[config.mk]
export PLATFORM = sky130hd
export DESIGN_NAME = gru_seq_ctrl
export DESIGN_NICKNAME = d
export VERILOG_FILES = /design/src/rtl/gru_seq_ctrl.sv
export SDC_FILE = /design/constraint.sdc
export NUM_CORES = 1
export LEC_CHECK = 0
export BUFFER_PORTS_ARGS = -buffer_cell sky130_fd_sc_hd__buf_4
export CORE_AREA = 2 2 64 66
export CTS_CLUSTER_DIAMETER = 200
export DETAILED_ROUTE_END_ITERATION = 12
export DIE_AREA = 0 0 66 68
export PLACE_DENSITY = 0.79
export SETUP_SLACK_MARGIN = 0.3
export SYNTH_ARGS = -nofsm -noshare
export SYNTH_HDL_FRONTEND = slang
export SYNTH_SLANG_ARGS = --single-unit
[constraint.sdc]
create_clock -name clk -period 1.9 [get_ports clk]
set_clock_uncertainty 0.2 [all_clocks]
set_input_delay 0 -clock clk [delete_from_list [all_inputs] [get_ports clk]]
set_output_delay 0 -clock clk [all_outputs]
set_load 0.02 [all_outputs]
[src/rtl/gru_seq_ctrl.sv]
// rtl/gru_seq_ctrl.sv - Sequencer feeding one sample per timestep into a combinational recurrent cell
// Holds the hidden state, captures the settled cell output and returns the final state per sequence.
module gru_seq_ctrl #(
    parameter int SEQ_LEN    = 16,
    parameter int IDX_W      = 4,
    parameter int SETTLE_CYC = 2
) (
    input  logic             clk,
    input  logic             rst,
    input  logic             x_valid,
    input  logic [7:0]       x_data,
    input  logic             x_last,
    output logic             x_ready,
    output logic [7:0]       cell_x,
    output logic [7:0]       cell_h,
    input  logic [7:0]       cell_h_out,
    output logic             step_valid,
    output logic [7:0]       step_h,
    output logic [IDX_W-1:0] step_idx,
    output logic             res_valid,
    output logic [7:0]       res_data,
    input  logic             res_ready,
    output logic             busy
);

    typedef enum logic [1:0] {IDLE, SETTLE, DONE} state_t;

    localparam int SET_W = (SETTLE_CYC > 1) ? $clog2(SETTLE_CYC) : 1;
    localparam logic [IDX_W-1:0] LAST_IDX = IDX_W'(SEQ_LEN - 1);
    localparam logic [SET_W-1:0] SET_INIT = SET_W'(SETTLE_CYC - 1);

    state_t           state;
    state_t           state_nxt;
    logic [7:0]       h_reg;
    logic [IDX_W-1:0] step_cnt;
    logic [SET_W-1:0] settle_cnt;
    logic             last_q;
    logic             accept;
    logic             res_take;
    logic             settled;

    assign x_ready  = (state == IDLE) && !rst;
    assign accept   = x_valid && x_ready;
    assign res_take = res_valid && res_ready;
    assign settled  = (settle_cnt == '0);
    assign cell_h   = h_reg;
    assign busy     = (state != IDLE);

    always_comb begin
        state_nxt = state;
        case (state)
            IDLE:    if (accept)   state_nxt = SETTLE;
            SETTLE:  if (settled)  state_nxt = last_q ? DONE : IDLE;
            DONE:    if (res_take) state_nxt = IDLE;
            default: state_nxt = IDLE;
        endcase
    end

    always_ff @(posedge clk) begin
        if (rst) state <= IDLE;
        else     state <= state_nxt;
    end

    always_ff @(posedge clk) begin
        if (rst) begin
            h_reg      <= '0;
            cell_x     <= '0;
            step_cnt   <= '0;
            settle_cnt <= '0;
            last_q     <= 1'b0;
            step_valid <= 1'b0;
            step_h     <= '0;
            step_idx   <= '0;
            res_valid  <= 1'b0;
            res_data   <= '0;
        end else begin
            step_valid <= 1'b0;
            case (state)
                IDLE: begin
                    if (accept) begin
                        cell_x     <= x_data;
                        // Forcing last on the SEQ_LEN-th sample keeps step_cnt from wrapping.
                        last_q     <= x_last || (step_cnt == LAST_IDX);
                        settle_cnt <= SET_INIT;
                    end
                end
                SETTLE: begin
                    if (settled) begin
                        h_reg      <= cell_h_out;
                        step_h     <= cell_h_out;
                        step_idx   <= step_cnt;
                        step_valid <= 1'b1;
                        if (last_q) begin
                            res_data  <= cell_h_out;
                            res_valid <= 1'b1;
                        end else begin
                            step_cnt <= step_cnt + 1'b1;
                        end
                    end else begin
                        settle_cnt <= settle_cnt - 1'b1;
                    end
                end
                DONE: begin
                    // Hidden state restarts from zero for the next sequence.
                    if (res_take) begin
                        res_valid <= 1'b0;
                        h_reg     <= '0;
                        step_cnt  <= '0;
                    end
                end
                default: ;
            endcase
        end
    end

endmodule

After elaboration in Yosys (flattened, before gate mapping)
Index checks and enable logic that the tools add are counted.
{"block": "word_totals", "regBits": 46, "latch_bits": 0, "ram_bits": 0, "mem_bits_ro": 0, "in_bits": 21, "out_inout_bits": 40, "elab_cells": 61, "n_memories": 0}
{"block": "classes", "n_addsub": 2, "mul": 0, "div_mod_pow": 0, "order_cmp": 0, "eq_ne": 8, "shift": 0, "n_mux": 20, "bitwise_logic": 2, "reduce_logical": 18}
{"op": "$mux W8", "count": 2}
{"op": "$pmux W8 S2", "count": 1}
{"op": "$mux W4", "count": 3}
{"op": "$ne A2 B2 Y1 const B", "count": 5}
{"op": "$reduce_and A3 Y1", "count": 3}
{"op": "$mux W2", "count": 4}
{"op": "$pmux W4 S2", "count": 1}
{"op": "$reduce_and A4 Y1", "count": 2}
{"op": "$mux W1", "count": 6}
{"op": "$pmux W2 S3", "count": 1}
{"op": "$reduce_and A2 Y1", "count": 3}
{"op": "$reduce_bool A2 Y1", "count": 3}
{"op": "$add A4 B1 Y4 const B", "count": 1}
{"op": "$eq A4 B4 Y1 const B", "count": 1}
{"op": "$pmux W1 S2", "count": 2}
{"op": "$logic_and A1 B1 Y1", "count": 3}
{"op": "$eq A2 B1 Y1 const B", "count": 1}
{"op": "$eq A2 B2 Y1 const B", "count": 1}
{"op": "$logic_not A2 Y1", "count": 1}
{"op": "$not A1 Y1", "count": 2}
{"op": "$reduce_or A2 Y1", "count": 1}
{"op": "$logic_not A1 Y1", "count": 1}
{"op": "$logic_or A1 B1 Y1", "count": 1}
{"op": "$sub A1 B1 Y1 const B", "count": 1}

Longest topological paths before layout
Gate-level depths: netlist of the first run.
{"block": "logic_depth", "ltp_word": 5, "ltp_mapped": 5}

Worst setup path before layout of the first run
OpenSTA, ideal clock, no wires.
{"block": "synth_timing", "path_kind": "register to register", "from": "reg state[1]", "to": "reg h_reg[7] (netlist: cell_h[7])", "arrival_ps": 1150, "setup_slack_ps": 418, "path_stages_with_launch": 6, "n_path_buf": 2, "synth_period_minus_slack_ps": 1482, "path_cell_list": "dfxtp_1 buf_6 or3b_1 buf_2 nand3_1 a21oi_1"}
{"block": "synth_between", "elab_chain_cells": 3, "elab_cells_between_ends": 7}
{"element": "start, declared", "line": "32", "text": "state_t state;"}
{"element": "start signal, assigned", "line": "61", "text": "else state <= state_nxt;"}
{"element": "$eq A2 B2 Y1 or $eq A2 B1 Y1 (tied branches)", "line": "78", "text": "case (state)"}
{"element": "$ne A2 B2 Y1 (no line) or $reduce_bool A2 Y1 (tied branches)"}
{"element": "$reduce_and A3 Y1 (no line)"}
{"element": "end signal, assigned", "line": "89", "text": "h_reg <= cell_h_out;"}
{"element": "end, declared", "line": "34", "text": "logic [7:0] h_reg;"}
Parallel ways exist; a longest one is shown, timed or not.
A chain may end at the register's enable or synchronous reset.

Final worst setup path of the first run
{"block": "layout_timing", "from": "reg state[0]", "to": "out x_ready"}
{"block": "layout_between", "elab_chain_cells": 2}
{"element": "$logic_not A2 Y1", "line": "42", "text": "assign x_ready = (state == IDLE) && !rst;"}
{"element": "$logic_and A1 B1 Y1", "line": "42"}
{"element": "end, declared", "line": "13", "text": "output logic x_ready,"}
Every way passes these cells.

==> qor.log, run 1 <==
qor: status.status completed
qor: floorplanning.dieArea 0.00449 mm2
qor: detailed_routing.antenna_violating_nets_post_route 0
qor: clocking.clkTransAtPathRegs 80 ps
qor: sta.clock.fmax 635 MHz
qor: sta.final_max_slew_viol_count 0
qor: worst_setup_path.crit_path_top_delay_cell sky130_fd_sc_hd__dfxtp_4
qor: global_routing.track_usage 0.211
qor: clocking.clk_latency 300 ps
qor: placement.dp.final_hpwl 2840 um
qor: layout.nNetsFinal 305
qor: sta.final.min_clock_period 1570 ps
qor: worst_setup_path.cp_bufs_invs 2
qor: floorplanning.site_row_count 23
qor: pwr.ir_drop 0.000700 V
qor: sta.finalHoldViolations 0
qor: logic_synthesis.warnings_synthesis 0
qor: logic_synthesis.synth_area_leaders sky130_fd_sc_hd__dfxtp_1 53%, sky130_fd_sc_hd__nand2_1 11%, sky130_fd_sc_hd__a21oi_1 9.8%
qor: worst_hold_path.timing.hold.worst.class reg -> reg
qor: layout.n_antenna_cell 0
qor: pwr.leakagePower 1.08 nW
qor: worst_setup_path.max_stage_delay 370 ps
qor: worst_setup_path.critical_path.top_delay_family simple AND/OR/NAND/NOR gates
qor: detailed_routing.drt_first_iter_violations 95
qor: layout.multiInputGateArea 751 um2
qor: clocking.tritoncts done
qor: floorplanning.chipHeight 68 um
qor: pwr.power-per-cell-area 767 mW/mm2
qor: detailed_routing.detailedRoute.firstPassIterationCount 4
qor: sta.post-route-worst-setup-slack 326 ps
qor: logic_synthesis.yosysSeqAreaShare 0.529
qor: global_routing.grt_antenna_before_repair 0
qor: worst_setup_path.critical_path.endpoint_type output port
qor: detailed_routing.drc_errors 0
qor: worst_setup_path.timing.critical_path.fanout_max 8
qor: pwr.fin_total_pwr 2.01 mW
qor: worst_setup_path.crit_path_frequent_cell sky130_fd_sc_hd__buf_4
qor: floorplanning.design.core.area 0.00386 mm2
qor: global_routing.grt_first_pass_wirelength 7120 um
qor: sta.rsz0062_at_grt true
qor: clocking.htree_num_levels 2
qor: logic_synthesis.number_of_distinct_library_cells_after_synthesis 27
qor: logic_synthesis.post_synth_instance_area 0.00174 mm2
qor: logic_synthesis.yosysTopAreaCellShare 0.529
qor: floorplanning.floorplan.io_pins 61
qor: layout.layout.filler_cells 302
qor: layout.layout.area.seq 925 um2
qor: worst_setup_path.worstSetupStartpointType flip-flop
qor: detailed_routing.via_total_after_detailed_routing 1684
qor: sta.timing.slew.headroom 0.772
qor: logic_synthesis.flop_and_latch_count_out_of_synthesis 46
qor: detailed_routing.avgViaCountPerCell 5.04
qor: global_routing.grt_pass1_vias 1544
qor: detailed_routing.wl_per_cell 13.8 um
qor: layout.area_growth_syn_to_layout 50.1%
qor: worst_setup_path.critPathKind reg -> out
qor: layout.post_route_cells_drive_above_1_share 0.306
qor: sta.tns 0 ps
qor: run.drv_cap 0
qor: clocking.clkSinkCount 46
qor: placement.dp_worst_setup_slack 287 ps
qor: detailed_routing.detail_route.wirelength 4610 um
qor: global_routing.overflow 0
qor: logic_synthesis.synth.largest_area_cell sky130_fd_sc_hd__dfxtp_1
qor: worst_setup_path.timing.critical_path.required 1700 ps
qor: floorplanning.initial_core_util 0.452
qor: global_routing.grt_start_max_net_pins 49
qor: sta.worst_slew_pin_slew 342 ps
qor: worst_setup_path.worstPathArrival 1370 ps
qor: logic_synthesis.postSynthCellCount 199
qor: worst_setup_path.cp_cell_sequence buf_4 -> or2_2 -> nor2_2 -> buf_4
qor: logic_synthesis.mean_post_synth_cell_area 8.75 um2
qor: placement.port_buffers 60
qor: placement.finalWeightedCongestion 0.739
qor: clocking.inserted_clock_buffers 5
qor: floorplanning.die_width 66 um
qor: clocking.clk_root_buffer_cell sky130_fd_sc_hd__clkbuf_8
qor: logic_synthesis.synthesis.nets 221
qor: sta.timing.final.crit_share 0.828
qor: sta.setup_viol 0
qor: clocking.max-clock-path-buffers 2
[synth_stat cells]
master and number:
sky130_fd_sc_hd__o21ai_1 10, sky130_fd_sc_hd__nor3b_2 1, sky130_fd_sc_hd__inv_1 2, sky130_fd_sc_hd__nor4bb_1 1
sky130_fd_sc_hd__nand2b_1 11, sky130_fd_sc_hd__nor3_1 1, sky130_fd_sc_hd__or3b_1 1, sky130_fd_sc_hd__ha_1 1
sky130_fd_sc_hd__nand3b_1 2, sky130_fd_sc_hd__buf_2 7, sky130_fd_sc_hd__a41oi_1 1, sky130_fd_sc_hd__nand2_1 49
sky130_fd_sc_hd__dfxtp_1 46, sky130_fd_sc_hd__a21oi_1 34, sky130_fd_sc_hd__a211oi_1 2, sky130_fd_sc_hd__a311oi_1 2
sky130_fd_sc_hd__clkbuf_1 5, sky130_fd_sc_hd__nand4bb_1 1, sky130_fd_sc_hd__nand4b_1 1, sky130_fd_sc_hd__a21o_1 1
sky130_fd_sc_hd__nand3_1 10, sky130_fd_sc_hd__buf_6 2, sky130_fd_sc_hd__nor2_1 3, sky130_fd_sc_hd__a31oi_1 1
sky130_fd_sc_hd__or2_2 1, sky130_fd_sc_hd__nor4b_4 2, sky130_fd_sc_hd__mux2i_1 1
[state kept, by name (all words and copies together), names as in the netlist]
name        flops
cell_h          8
cell_x          8
res_data        8
step_h          8
step_cnt        4
step_idx        4
state           2
last_q          1
res_valid       1
settle_cnt      1
step_valid      1
[worst reg2reg max path: cells and delay by family, from the launching register on]
kind | cells | cell delay (ps)
AND/OR/NAND/NOR | 2 | 520
flip-flops | 1 | 300
AO/OA/AOI/OAI | 1 | 70
buffers and inverters | 2 | 340
[layout make-up]
| class | count | share of cell area |
|---|---|---|
| clock buffers | 7 | 0.0330 |
| inverters | 2 | 0.00287 |
| multi-input cells | 137 | 0.287 |
| well taps | 50 | 0.0239 |
| clock inverters | 1 | 0.00335 |
| repair buffers | 91 | 0.296 |
| flip-flops and latches | 46 | 0.354 |
[stage by stage]
stage	std cells	hold slack [ps]	cell area [um2]	utilization
2_1_floorplan	199	-85.4	1740	-
3_3_place_gp	302	-2.26	2230	0.579
3_5_place_dp	302	4.59	2230	0.579
4_1_cts	331	230	2540	0.658
5_1_grt	334	275	2610	0.678
6_report	334	256	2610	0.678
[worst paths after layout]
| kind | from | end | slack, ps | cells after the start |
|---|---|---|---|---|
| max | state[0]$_SDFFE_PP0P_ | x_ready | 330 | 4 |
| min | step_idx[3]$_SDFFE_PP0P_ | step_idx[3]$_SDFFE_PP0P_ | 260 | 2 |
| max reg2reg | state[1]$_SDFFE_PP0P_ | cell_h[4]$_SDFFE_PP0P_ | 350 | 5 |
| min reg2reg | step_idx[3]$_SDFFE_PP0P_ | step_idx[3]$_SDFFE_PP0P_ | 260 | 2 |
[routing by layer]
layer / track usage / share of wire
met3: 0.0641 / 0.066
met1: 0.267 / 0.42
met2: 0.333 / 0.49
met5: 0 / 0
met4: 0.0944 / 0.024
[repair_timing]
item                                    in CTS  in global routing
pin swaps                                    0                  1
buffers inserted                             1                  3
endpoints found under the setup margin       3                 27
endpoints found under the hold margin       44                  0
hold buffers                                20                  0
resized for setup                            1                  9
[power breakdown]
group | internal, mW | total (mW) | switching [mW] | leakage (nW)
logic | 0.171 | 0.339 | 0.168 | 0.660
clock network | 0.301 | 0.626 | 0.325 | 0.0489
registers | 1.01 | 1.04 | 0.0340 | 0.375
[kinds of logic after synthesis]
family / share of synthesized area
AND/OR/NAND/NOR: 0.252
AO/OA/AOI/OAI: 0.158
flip-flops: 0.529
buffers and inverters: 0.0481
multiplexers: 0.00575
adder cells (fa/ha/maj): 0.00718
[placed cells by master, fill, tap and decap left out, drive strengths merged]
cell type and instances:
a21o 1, mux2i 1, nor4bb 1, nor4b 2, o21ai 10, nand4b 1
buf 71, clkbuf 7, nand3b 2, ha 1, or2 1, nor2 3
a41oi 1, nand2 49, inv 3, nor3 1, a31oi 1, a21oi 34
nand3 10, dfxtp 46, dlygate4sd3 20, a211oi 2, nor3b 1, or3b 1
nand4bb 1, a311oi 2, nand2b 11
(Power assumes the default switching activity.)
==> run 2: changes to the inputs <==
--- a/config.mk
+++ b/config.mk
@@ -5,12 +5,13 @@
 export SDC_FILE = /design/constraint.sdc
 export NUM_CORES = 1
 export LEC_CHECK = 0
+export ABC_AREA = 1
 export BUFFER_PORTS_ARGS = -buffer_cell sky130_fd_sc_hd__buf_4
-export CORE_AREA = 2 2 64 66
+export CORE_AREA = 2 2 66 68
 export CTS_CLUSTER_DIAMETER = 200
 export DETAILED_ROUTE_END_ITERATION = 12
-export DIE_AREA = 0 0 66 68
-export PLACE_DENSITY = 0.79
+export DIE_AREA = 0 0 68 70
+export PLACE_DENSITY = 0.77
 export SETUP_SLACK_MARGIN = 0.3
 export SYNTH_ARGS = -nofsm -noshare
 export SYNTH_HDL_FRONTEND = slang
==> constraint.sdc (replaced) <==
create_clock -name clk -period 1.3 [get_ports clk]
set_clock_uncertainty 0.2 [all_clocks]
set_input_delay 0 -clock clk [delete_from_list [all_inputs] [get_ports clk]]
set_output_delay 0 -clock clk [all_outputs]
set_load 0.02 [all_outputs]
==> qor.log, run 2 <==
qor: status.status finished, violations left
qor: status.violations hold timing, setup timing
qor: pwr.power.share.sequential 0.514
qor: sta.final.min_clock_period 1390 ps
qor: pwr.power-per-cell-area 975 mW/mm2
qor: layout.commonest_non_fill_non_tap_cell_in_the_layout sky130_fd_sc_hd__buf_4
qor: floorplanning.initial_core_util 0.418
qor: floorplanning.floorplan.io_pins 61
qor: detailed_routing.detail_route.wirelength 5220 um
qor: logic_synthesis.warnings_synthesis 0
qor: placement.finalWeightedCongestion 0.767
qor: logic_synthesis.number_of_distinct_library_cells_after_synthesis 22
qor: logic_synthesis.synth.most_common_cell sky130_fd_sc_hd__nand2_1
qor: pwr.leakagePower 1.36 nW
qor: sta.timing.slew.headroom 0.716
qor: detailed_routing.drc_errors 0
qor: clocking.inserted_clock_buffers 5
qor: layout.nNetsFinal 345
qor: clocking.clk_latency 300 ps
qor: floorplanning.design.core.area 0.00414 mm2
qor: detailed_routing.via_total_after_detailed_routing 1855
qor: worst_setup_path.timing.critical_path.fanout_max 6
qor: placement.dp.final_hpwl 2930 um
qor: logic_synthesis.yosysSeqAreaShare 0.532
qor: sta.setup_viol 29
qor: clocking.cts.hold.buffers_added 18
qor: pwr.p_clk_frac 0.298
qor: logic_synthesis.yosysTopAreaCellShare 0.532
qor: global_routing.grt_antenna_before_repair 0
qor: pwr.fin_total_pwr 2.96 mW
qor: worst_setup_path.worstPathArrival 1420 ps
qor: layout.post_route_cells_drive_above_1_share 0.546
qor: logic_synthesis.synth_area_leaders sky130_fd_sc_hd__dfxtp_1 53%, sky130_fd_sc_hd__nand2_1 12%, sky130_fd_sc_hd__a21oi_1 9.0%
qor: placement.placed_cells_incl_taps 334
qor: layout.n_antenna_cell 0
qor: logic_synthesis.flop_and_latch_count_out_of_synthesis 46
qor: floorplanning.die_width 68 um
qor: sta.worst_slew_pin_slew 426 ps
qor: clocking.clk_root_buffer_cell sky130_fd_sc_hd__clkbuf_8
qor: worst_setup_path.worstSetupStartpointType flip-flop
qor: worst_setup_path.critPathKind reg -> reg
qor: clocking.clkTransAtPathRegs 90 ps
qor: logic_synthesis.synth.top_cells.by_count 57 x sky130_fd_sc_hd__nand2_1, 46 x sky130_fd_sc_hd__dfxtp_1, 31 x sky130_fd_sc_hd__a21oi_1, 28 x sky130_fd_sc_hd__nand3_1
qor: detailed_routing.detailedRoute.firstPassIterationCount 4
qor: layout.stdcell_count 376
qor: pwr.ir_drop 0.000852 V
qor: floorplanning.site_row_count 24
qor: logic_synthesis.synthArstFlopShare 0
qor: global_routing.overflow 0
qor: pwr.switchingPower 0.830 mW
qor: pwr.power.share.switching 0.281
qor: logic_synthesis.synth_edf_count 0
qor: clocking.max-clock-path-buffers 2
qor: layout.most-common-layout-cells 53 x sky130_fd_sc_hd__buf_4, 48 x sky130_fd_sc_hd__nand2_1, 35 x sky130_fd_sc_hd__dfxtp_2
qor: layout.area_growth_syn_to_layout 75.1%
qor: global_routing.grt_first_pass_wirelength 7780 um
qor: floorplanning.chipHeight 70 um
qor: global_routing.track_usage 0.211
qor: logic_synthesis.yosys_most_used_dff sky130_fd_sc_hd__dfxtp_1
qor: worst_setup_path.critical_path.endpoint_type flip-flop
qor: sta.final_max_slew_viol_count 0
qor: logic_synthesis.mean_post_synth_cell_area 7.94 um2
qor: clocking.tritoncts done
qor: layout.finish.utilization 0.731
qor: detailed_routing.drt_first_iter_violations 92
qor: detailed_routing.wl_per_cell 13.9 um
qor: sta.rsz0062_at_grt true
qor: sta.finalHoldViolations 6
qor: global_routing.grt_pass1_vias 1731
qor: clocking.clkSinkCount 46
qor: logic_synthesis.post_synth_instance_area 0.00173 mm2
qor: detailed_routing.antenna_violating_nets_post_route 0
qor: worst_setup_path.timing.critical_path.required 1330 ps
qor: placement.port_buffers 60
qor: run.drv_cap 0
qor: clocking.htree_num_levels 2
qor: floorplanning.dieArea 0.00476 mm2
qor: sta.timing.hold.ws -104 ps
qor: logic_synthesis.synth.largest_area_cell sky130_fd_sc_hd__dfxtp_1
qor: pwr.power_report.internal_total 2.13 mW
qor: placement.dp_worst_setup_slack -26.2 ps
qor: worst_hold_path.timing.hold.worst.class in -> reg
qor: detailed_routing.avgViaCountPerCell 4.93
qor: logic_synthesis.synthesis.nets 240
qor: logic_synthesis.postSynthCellCount 218
qor: sta.post-route-worst-setup-slack -88.9 ps
qor: global_routing.grt_start_max_net_pins 30
qor: sta.clock.fmax 720 MHz
qor: sta.timing.final.crit_share 1.07
qor: pwr.comb_power_share 0.188
[run 2: metrics by stage]
step                cell area, um2  TNS (ps)  hold WS (ps)
finish                        3030     -1170          -104
global route                  3030     -3600         -84.1
CTS                           2790      -576          -101
detailed placement            2290     -87.6          27.7
global placement              2290     -13.6          17.8
floorplan                     1750     -1410          -153
[run 2: routing by layer]
layer / GRT usage / share of wire / vias to the layer above
met5: 0 / 0 / -
met4: 0.0467 / 0.0077 / 0
met3: 0.0515 / 0.044 / 4
met2: 0.364 / 0.53 / 57
met1: 0.261 / 0.42 / 869
li1: - / - / 925
[run 2: repair_timing]
action,4_1_cts,5_1_grt
endpoints found under the setup margin,53,83
setup buffers,6,7
resized for setup,45,70
cloned,2,1
pin swaps,21,11
endpoints found under the hold margin,37,5
[run 2: final timing paths]
check | from | endpoint | slack [ps] | depth (start not counted)
worst max register to register | state[1]$_SDFFE_PP0P_ | res_data[7]$_SDFFE_PP0P_ | -90 | 6
worst max-delay path | state[1]$_SDFFE_PP0P_ | res_data[7]$_SDFFE_PP0P_ | -90 | 6
worst min-delay path | rst | cell_x[6]$_SDFFE_PP0P_ | -100 | 5
worst min register to register | cell_x[0]$_SDFFE_PP0P_ | cell_x[0]$_SDFFE_PP0P_ | 270 | 2
[run 2: layout make-up]
class / instances / area, um2
clock buffers: 5 / 68.8
multi-input cells: 148 / 842
repair buffers: 105 / 970
repair inverters: 1 / 16.3
flip-flops and latches: 46 / 972
fillers: 275 / 1110
clock inverters: 3 / 21.3
well taps: 52 / 65.1
inverters: 16 / 75.1
[run 2: power by group through the flow]
stage	Clock [mW]	Combinational, mW	Sequential, mW
2_1_floorplan	0	0.161	1.59
3_3_place_gp	0	0.389	1.54
3_5_place_dp	0	0.395	1.54
4_1_cts	0.874	0.510	1.51
5_1_grt	0.969	0.599	1.53
6_report	0.881	0.556	1.52
[run 2: critical path, cell delays in order, from the launching register on]
cell and delay (ps):
sky130_fd_sc_hd__dfxtp_4 370, sky130_fd_sc_hd__inv_4 80, sky130_fd_sc_hd__nand3_4 150, sky130_fd_sc_hd__nor2_4 180, sky130_fd_sc_hd__buf_6 140, sky130_fd_sc_hd__nand2_1 70
sky130_fd_sc_hd__a21oi_2 120
[run 2: kinds of logic (layout without fill, tap and decap cells)]
logic type                 count (synthesis)  count (layout)  synth area share
buffers and inverters                     25             130            0.0745
AOI/OAI and AO/OA                         37              37             0.111
adders and majority gates                  1               1           0.00723
and+or+nand+nor                          109             110             0.275
DFF                                       46              46             0.532
==> run 3: changes to the inputs <==
--- a/config.mk
+++ b/config.mk
@@ -7,11 +7,11 @@
 export LEC_CHECK = 0
 export ABC_AREA = 1
 export BUFFER_PORTS_ARGS = -buffer_cell sky130_fd_sc_hd__buf_4
-export CORE_AREA = 2 2 66 68
+export CORE_AREA = 2 2 62 64
 export CTS_CLUSTER_DIAMETER = 200
 export DETAILED_ROUTE_END_ITERATION = 12
-export DIE_AREA = 0 0 68 70
-export PLACE_DENSITY = 0.77
+export DIE_AREA = 0 0 64 66
+export PLACE_DENSITY = 0.83
 export SETUP_SLACK_MARGIN = 0.3
 export SYNTH_ARGS = -nofsm -noshare
 export SYNTH_HDL_FRONTEND = slang
==> constraint.sdc (replaced) <==
create_clock -name clk -period 1.7 [get_ports clk]
set_clock_uncertainty 0.2 [all_clocks]
set_input_delay 0 -clock clk [delete_from_list [all_inputs] [get_ports clk]]
set_output_delay 0 -clock clk [all_outputs]
set_load 0.02 [all_outputs]
==> qor.log, run 3 (synthesis gave the netlist of run 2 again) <==
qor: global_routing.grt_start_max_net_pins 30
qor: clocking.clkSinkCount 46
qor: clocking.htree_num_levels 2
qor: sta.tns 0 ps
qor: floorplanning.site_row_count 22
qor: detailed_routing.detail_route.wirelength 4970 um
qor: layout.multiInputGateArea 772 um2
qor: clocking.tritoncts done
qor: detailed_routing.avgViaCountPerCell 5.07
qor: global_routing.grt_antenna_before_repair 0
qor: layout.post_route_cells_drive_above_1_share 0.344
qor: detailed_routing.drc_errors 0
qor: pwr.fin_total_pwr 2.06 mW
qor: clocking.clk_latency 360 ps
qor: pwr.leakagePower 1.23 nW
qor: sta.finalHoldViolations 0
qor: clocking.clk_root_buffer_cell sky130_fd_sc_hd__clkbuf_4
qor: placement.dp_worst_setup_slack 209 ps
qor: sta.clock.fmax 669 MHz
qor: floorplanning.die_width 64 um
qor: sta.final.min_clock_period 1500 ps
qor: global_routing.grt_first_pass_wirelength 7070 um
qor: worst_setup_path.critPathKind reg -> reg
qor: floorplanning.design.core.area 0.00355 mm2
qor: floorplanning.initial_core_util 0.487
qor: layout.nNetsFinal 335
qor: worst_setup_path.rrSetupSlack 200 ps
qor: clocking.clkTransAtPathRegs 130 ps
qor: placement.placed_cell_area 0.00220 mm2
qor: layout.n_antenna_cell 0
qor: detailed_routing.drt_first_iter_violations 97
qor: pwr.switchingPower 0.568 mW
qor: placement.placed_cells_incl_taps 320
qor: pwr.power.share.sequential 0.559
qor: layout.commonest_non_fill_non_tap_cell_in_the_layout sky130_fd_sc_hd__buf_4
qor: placement.port_buffers 60
qor: sta.worst_slew_pin_slew 1080 ps
qor: pwr.power-per-cell-area 766 mW/mm2
qor: detailed_routing.wl_per_cell 13.7 um
qor: sta.timing.final.crit_share 0.880
qor: global_routing.grt_pass1_vias 1600
qor: sta.setup_viol 0
qor: detailed_routing.via_total_after_detailed_routing 1834
qor: floorplanning.floorplan.io_pins 61
qor: placement.dp.final_hpwl 2810 um
qor: worst_setup_path.worstSetupStartpointType flip-flop
qor: status.status completed
qor: global_routing.overflow 0
qor: layout.stdcell_count 362
qor: pwr.power_report.internal_total 1.50 mW
qor: sta.post-route-worst-setup-slack 204 ps
qor: pwr.p_clk_frac 0.264
qor: worst_setup_path.timing.critical_path.required 1770 ps
qor: run.drv_cap 0
qor: worst_setup_path.worstPathArrival 1570 ps
qor: pwr.comb_power_share 0.177
qor: sta.timing.slew.headroom 0.278
qor: floorplanning.chipHeight 66 um
qor: layout.area_growth_syn_to_layout 55.7%
qor: pwr.ir_drop 0.000524 V
qor: layout.layout.filler_cells 248
qor: clocking.max-clock-path-buffers 2
qor: worst_setup_path.critical_path.endpoint_type flip-flop
qor: detailed_routing.antenna_violating_nets_post_route 0
qor: global_routing.track_usage 0.217
qor: layout.final_design_area_no_fill 0.00269 mm2
qor: detailed_routing.detailedRoute.firstPassIterationCount 4
qor: worst_setup_path.timing.critical_path.fanout_max 4
qor: layout.most-common-layout-cells 69 x sky130_fd_sc_hd__buf_4, 55 x sky130_fd_sc_hd__nand2_1, 44 x sky130_fd_sc_hd__dfxtp_1
qor: floorplanning.dieArea 0.00422 mm2
qor: sta.rsz0062_at_grt true
qor: worst_hold_path.timing.hold.worst.class in -> reg
qor: placement.finalWeightedCongestion 0.810
qor: clocking.inserted_clock_buffers 5
qor: layout.layout.area.seq 928 um2
qor: pwr.power.share.switching 0.275
qor: sta.final_max_slew_viol_count 0
## run 3: changes by cell type in the layout (fill, tap and decap cells not counted), sizes merged
| cell | delta |
|---|---|
| nor2 | +1 |
| inv | +1 |
| nand2 | -1 |
| buf | -15 |
| clkinv | -3 |
| dlygate4sd3 | +4 |
| dlymetal6s4s | +1 |
| clkbuf | +2 |
## run 3: what timing repair did
action	in CTS	in global routing
gates cloned	0	2
hold buffers	22	1
endpoints found under the hold margin	38	7
setup endpoints to repair	13	46
setup buffers	2	7
resized for setup	4	26
pin swaps	0	9
## run 3: layout make-up
type	count	area share
Sequential cell	46	0.345
Timing Repair Buffer	95	0.294
Multi-Input combinational cell	148	0.287
Inverter	16	0.0269
Tap cell	48	0.0223
Clock buffer	7	0.0204
Timing Repair inverter	1	0.00279
Clock inverter	1	0.00186
## run 3: metrics by stage
step / hold slack, ps / utilization
after global routing: 218 / 0.759
after CTS: -138 / 0.708
final: 192 / 0.759
after global placement: 22.3 / 0.621
after floorplan: -153 / -
after detailed placement: 26.9 / 0.621
## run 3: metal layers
metal  global-route usage  vias to the layer above  wire [um]
li1                     -                      903          -
met3               0.0579                       12        263
met1                0.243                      850       1960
met2                0.393                       69       2620
met5                    0                        -          0
met4               0.0788                        0        126
## run 3: critical path, stage by stage (launching register included)
cell and delay [ps]:
sky130_fd_sc_hd__dfxtp_4 390, sky130_fd_sc_hd__inv_4 80, sky130_fd_sc_hd__nand3_4 90, sky130_fd_sc_hd__buf_4 150, sky130_fd_sc_hd__nor2_2 200, sky130_fd_sc_hd__nand2_1 90
sky130_fd_sc_hd__a21oi_1 210
## run 3: final timing paths
path / to / depth (start not counted) / startpoint
max reg2reg: res_data[4]$_SDFFE_PP0P_ / 6 / state[1]$_SDFFE_PP0P_
min: last_q$_SDFFE_PP0P_ / 4 / x_last
min reg2reg: res_data[2]$_SDFFE_PP0P_ / 2 / res_data[2]$_SDFFE_PP0P_
max: res_data[4]$_SDFFE_PP0P_ / 6 / state[1]$_SDFFE_PP0P_
## run 3: power groups by stage
stage | Clock [mW] | Combinational (mW) | Sequential, mW
finish | 0.544 | 0.366 | 1.15
global route | 0.595 | 0.394 | 1.16
CTS | 0.544 | 0.335 | 1.15
detailed placement | 0 | 0.285 | 1.18
global placement | 0 | 0.280 | 1.17
floorplan | 0 | 0.121 | 1.22
